$ cat src/rtl/data_mem_responder.sv
// Word-addressed 32-bit data memory responder. After reset the array is
// zero-filled one word per cycle; accesses are accepted only once ready.
module data_mem_responder #(
  parameter int DEPTH = 128,
  parameter int AW    = 7,
  parameter int CW    = 16
) (
  input  logic          clk,
  input  logic          rst_n,
  input  logic          CEN,
  input  logic          WEN,
  input  logic          OEN,
  input  logic [AW-1:0] A,
  input  logic [31:0]   Data2Mem,
  output logic [31:0]   ReadDataMem,
  output logic          ready,
  output logic [CW-1:0] rd_cnt,
  output logic [CW-1:0] wr_cnt
);

  typedef enum logic [0:0] {
    CLEAR = 1'b0,
    READY = 1'b1
  } state_t;

  localparam logic [AW-1:0] LAST_ADDR = AW'(DEPTH - 1);
  localparam logic [AW-1:0] PTR_ONE   = {{(AW-1){1'b0}}, 1'b1};
  localparam logic [CW-1:0] CNT_ONE   = {{(CW-1){1'b0}}, 1'b1};
  localparam logic [CW-1:0] CNT_MAX   = {CW{1'b1}};

  logic [31:0]   mem_r [DEPTH];
  state_t        state_r;
  logic [AW-1:0] clr_ptr_r;
  logic          ready_r;
  logic [CW-1:0] rd_cnt_r;
  logic [CW-1:0] wr_cnt_r;

  logic          rd_acc_s;
  logic          wr_acc_s;
  logic          mem_we_s;
  logic [AW-1:0] mem_wa_s;
  logic [31:0]   mem_wd_s;
  logic [31:0]   rd_data_s;

  // Decode accepted accesses; nothing is accepted until the clear has finished.
  always_comb begin
    rd_acc_s = 1'b0;
    wr_acc_s = 1'b0;
    if (ready_r && !CEN) begin
      rd_acc_s = WEN;
      wr_acc_s = !WEN;
    end else begin
      rd_acc_s = 1'b0;
      wr_acc_s = 1'b0;
    end
  end

  // Single array write port shared between the clear sweep and user writes.
  always_comb begin
    mem_we_s = 1'b0;
    mem_wa_s = clr_ptr_r;
    mem_wd_s = 32'h0;
    if (!rst_n) begin
      mem_we_s = 1'b0;
    end else if (state_r == CLEAR) begin
      mem_we_s = 1'b1;
      mem_wa_s = clr_ptr_r;
      mem_wd_s = 32'h0;
    end else if (wr_acc_s) begin
      mem_we_s = 1'b1;
      mem_wa_s = A;
      mem_wd_s = Data2Mem;
    end else begin
      mem_we_s = 1'b0;
    end
  end

  // Array storage; no reset so it maps onto plain RAM.
  always_ff @(posedge clk) begin
    if (mem_we_s) begin
      mem_r[mem_wa_s] <= mem_wd_s;
    end
  end

  // CLEAR/READY sequencer with registered ready flag.
  always_ff @(posedge clk) begin
    if (!rst_n) begin
      state_r   <= CLEAR;
      clr_ptr_r <= {AW{1'b0}};
      ready_r   <= 1'b0;
    end else begin
      case (state_r)
        CLEAR: begin
          clr_ptr_r <= clr_ptr_r + PTR_ONE;
          if (clr_ptr_r == LAST_ADDR) begin
            state_r <= READY;
            ready_r <= 1'b1;
          end else begin
            state_r <= CLEAR;
            ready_r <= 1'b0;
          end
        end
        READY: begin
          state_r <= READY;
          ready_r <= 1'b1;
        end
        default: begin
          state_r   <= CLEAR;
          clr_ptr_r <= {AW{1'b0}};
          ready_r   <= 1'b0;
        end
      endcase
    end
  end

  // Saturating access counters; OEN does not gate the read count.
  always_ff @(posedge clk) begin
    if (!rst_n) begin
      rd_cnt_r <= {CW{1'b0}};
      wr_cnt_r <= {CW{1'b0}};
    end else begin
      if (rd_acc_s && (rd_cnt_r != CNT_MAX)) begin
        rd_cnt_r <= rd_cnt_r + CNT_ONE;
      end
      if (wr_acc_s && (wr_cnt_r != CNT_MAX)) begin
        wr_cnt_r <= wr_cnt_r + CNT_ONE;
      end
    end
  end

  // Combinational read; a same-cycle write is not forwarded, so old data is returned.
  always_comb begin
    rd_data_s = 32'h0;
    if (rd_acc_s && !OEN) begin
      rd_data_s = mem_r[A];
    end else begin
      rd_data_s = 32'h0;
    end
  end

  assign ReadDataMem = rd_data_s;
  assign ready       = ready_r;
  assign rd_cnt      = rd_cnt_r;
  assign wr_cnt      = wr_cnt_r;

endmodule

$ cat config.mk
export PLATFORM = sky130hd
export DESIGN_NAME = data_mem_responder
export DESIGN_NICKNAME = d
export VERILOG_FILES = /design/src/rtl/data_mem_responder.sv
export SDC_FILE = /design/constraint.sdc
export NUM_CORES = 2
export LEC_CHECK = 0
export BUFFER_PORTS_ARGS = -buffer_cell sky130_fd_sc_hd__buf_2
export CORE_MARGIN = 1.5
export CORE_UTILIZATION = 35
export CTS_CLUSTER_DIAMETER = 150
export DETAILED_ROUTE_END_ITERATION = 8
export PLACE_DENSITY = 0.53
export SLEW_MARGIN = 40
export SYNTH_ARGS = -nofsm -noshare
export SYNTH_HDL_FRONTEND = slang
export SYNTH_SLANG_ARGS = --single-unit
$ cat constraint.sdc
create_clock -name clk -period 4.41 [get_ports clk]
set_input_delay 0.6615 -clock clk [delete_from_list [all_inputs] [get_ports clk]]
set_output_delay 0.6615 -clock clk [all_outputs]
set_load 0.005 [all_outputs]
==> impl_metrics.csv <==
group,metric,value,unit
global_routing,grt_max_degree,129,
layout,nets,8440,
yosys,synth_top_area_share,0.772,
sta,final_hold_viol_count,0,
cts,ctsHoldBuffers,0,
sta,finalWorstSetupSlack,-0.130,ns
sta,finalCriticalPeriod,4.54,ns
cts,numCtsBuffers,420,
global_routing,grt.busiest_layer,"met2",
power_and_ir_drop,combPwrFrac,0.034,
layout,final_common_cell,"edfxtp_1",
placement,routabilityCongestion,0.807,
detailed_routing,drtPass1Iterations,5,
min_path,hold_start,"rst_n",
cts,cts_tree,"yes",
layout,finalInstanceArea,0.188,sq mm
power_and_ir_drop,internal_power,63.8,mW
global_routing,grt_usage,0.195,
power_and_ir_drop,powerDensity,428,mW/mm^2
yosys,yosys.cell_types.count,59,
setup_path,max_stage_delay,0.53,ns
setup_path,crit_chain,"buf_16 -> buf_12 -> buf_4 -> mux4_2 -> a221oi_2 -> buf_4 -> a31oi_4 -> a211oi_2 -> buf_6 -> nand4_1 -> buf_4 -> buf_6",
setup_path,crit_buf_inv,7,
yosys,synth-seq-area-share,0.777,
setup_path,end_kind,"output port",
power_and_ir_drop,clkPwrFrac,0.437,
floorplanning,std_cell_rows,247,
floorplanning,ios,109,
yosys,avgSynthCellArea,20.8,sq um
sta,finalClockSkew,0.0534,ns
yosys,synth_area_leaders,"edfxtp_1, mux4_2, mux2i_1",
layout,synthToLayoutAreaGrowth,17.9,%
floorplanning,die_x,678,um
cts,clockRootBuffer,"clkbuf_16",
yosys,synth_edf_count,4096,
placement,dp_hpwl,265000,um
layout,fill_cells,39300,
floorplanning,die_area,0.459,sq mm
run,max-cap-violations,0,
setup_path,critPathTopFamily,"buffers and inverters",
detailed_routing,finalWirelength,458000,um
yosys,synth_area,0.159,sq mm
power_and_ir_drop,peakVddDrop,0.326,mV
setup_path,path_max_fanout,18,
sta,fmax,220,MHz
detailed_routing,drtIter0Drc,8628,
status,outcome,"finished with violations",
floorplanning,start_util,0.352,
yosys,yosysWarnings,0,
yosys,synth_nets,7693,
detailed_routing,drc,0,
yosys,ys_seq_elements,4136,
power_and_ir_drop,total_power,80.5,mW
power_and_ir_drop,leakagePower,66.4,nW
detailed_routing,postRouteAntennaNets,0,
cts,ctsLongestPathBuffers,4,
sta,relSlewSlack,0.400,
sta,fin_hold_ws,0.105,ns
yosys,async_flop_share,0,
power_and_ir_drop,p_seq_frac,0.530,
setup_path,cp.required,3.75,ns
global_routing,use_met2,0.324,
setup_path,critPathLaunch,"A[0]",
yosys,synth_flop_cell,"edfxtp_1",
power_and_ir_drop,sw_frac_of_total,0.207,
global_routing,antenna_found_initial,22,
yosys,netlist_instances,7646,
min_path,min_path_type,"primary input to register",
setup_path,reg2reg_from,"ready",
detailed_routing,vias,80700,
global_routing,use_met1,0.267,
floorplanning,die_y,678,um
cts,clkSinkCount,4136,
sta,rsz0062_at_grt,"yes",
layout,post-route-util,0.415,
global_routing,grt_pass1_vias,81700,
cts,h-tree-depth,5,
sta,slew_violations,0,
setup_path,path_class,"primary input to output port",
floorplanning,core,0.453,sq mm
sta,period_share,1.03,
yosys,yosys.area.top_type,"edfxtp_1",
status,violations,"negative setup slack",
sta,worstMarginPinSlew,0.900,ns
global_routing,overflow,0,
detailed_routing,detail_route.vias_per_cell,5.47,
cts,clk_pin_slew,0.06,ns
global_routing,grt_pass1_wl,637000,um
setup_path,critPathMostFrequentCell,"buf_4",
detailed_routing,routedWlPerCell,31.1,um
setup_path,crit_path_start_kind,"primary input",
placement,place_area,0.174,sq mm
setup_path,cp.arrival,3.88,ns
setup_path,slowest_stage,"mux4_2",
layout,final_cell_mix,"edfxtp_1, mux2i_1, mux4_2, a22oi_1, buf_4",
sta,setup_viol,6,
power_and_ir_drop,p_sw,16.7,mW
placement,io_buffers,108,
layout,drive_gt1_frac,0.270,
global_routing,grtUsageMet3,0.0272,
cts,clk_latency,0.96,ns
==> synthesized netlist by cell type, drive strengths merged (2+ instances only) <==
master and instances:
mux2i 791, nand4 44, or3 2, nor2 206, a22oi 502, and4bb 2
edfxtp 4096, nor3 8, a211oi 84, mux2 59, dfxtp 40, o21ai 68
and2 39, nor2b 9, mux4 662, clkbuf 213, nand3 93, nand2b 8
a31oi 33, a311oi 2, a31o 2, and4 3, inv 2, a22o 32
a21oi 161, nor3b 6, nand2 143, ha 3, o31ai 2, buf 233
nor4 4, nand3b 7, xor2 21, nand4b 2, xnor2 10, o211ai 2
a221oi 32, and3 10
==> through the flow <==
step / TNS, ns / std cells / worst slack, ns
after global routing: -0.921 / 14700 / -0.179
after detailed placement: -3.00 / 13900 / -0.719
after global placement: -4.53 / 13900 / -1.16
after CTS: -0.550 / 14700 / -0.164
after floorplan: 0 / 7646 / 0.485
final: -0.360 / 14700 / -0.130
==> cells by family after synthesis <==
group / Yosys count / synth area share
flops: 4136 / 0.777
compound gates: 926 / 0.0415
simple gates: 589 / 0.0172
mux: 1512 / 0.147
fa+ha+maj: 3 / 0.000236
xor+xnor: 31 / 0.00170
buf+inv: 449 / 0.0148
==> state kept, by name, summed over array words and instances, names as in the netlist <==
| signal | cells |
|---|---|
| mem_r | 4096 |
| ready | 1 |
| rd_cnt | 16 |
| clr_ptr_r | 7 |
| wr_cnt | 16 |
==> cell type report <==
cell class                      instances  area, sq um  area share
Antenna cell                           20         50.0    0.000266
Tap cell                             5976         7480      0.0398
Sequential cell                      4136       124000       0.659
Inverter                                3         11.3   0.0000599
Timing Repair Buffer                  771         8350      0.0445
Clock inverter                        267         2510      0.0134
Multi-Input combinational cell       3061        34700       0.185
Clock buffer                          504        11000      0.0583
==> layer usage <==
metal / up-vias / routed length [um]
li1: 33500 / -
met1: 43800 / 191000
met4: 4 / 13900
met5: - / 26
met2: 2799 / 224000
met3: 575 / 29400
==> power by group through the flow <==
stage	sequential [mW]	clock, mW	combinational, mW
floorplan	43.4	0	1.71
global placement	43.4	0	2.69
detailed placement	43.4	0	2.70
CTS	42.6	35.8	2.75
global route	42.6	37.2	2.87
finish	42.6	35.1	2.72
==> worst reg2reg max path: cells and delay by family, from the launching register on <==
kind / cells / cell delay [ns]
simple gates: 5 / 1.87
buf+inv: 2 / 0.60
compound gates: 1 / 0.53
flops: 1 / 0.44
==> timing repair <==
action | in CTS | in global routing
pin swaps | 18 | 13
buffers inserted | 0 | 7
gates cloned | 4 | 1
endpoints found under the setup margin | 26 | 20
resized for setup | 55 | 21
==> path summary, 6_finish.rpt <==
kind / cells past startpoint / endpoint / slack, ns
worst min register to register: 2 / rd_cnt[5] / 0.55
worst max-delay path: 12 / ReadDataMem[26] / -0.13
worst min-delay path: 2 / ready / 0.11
worst max register to register: 8 / mem_r[83][22] / 0.65
(Power assumes the default switching activity.)
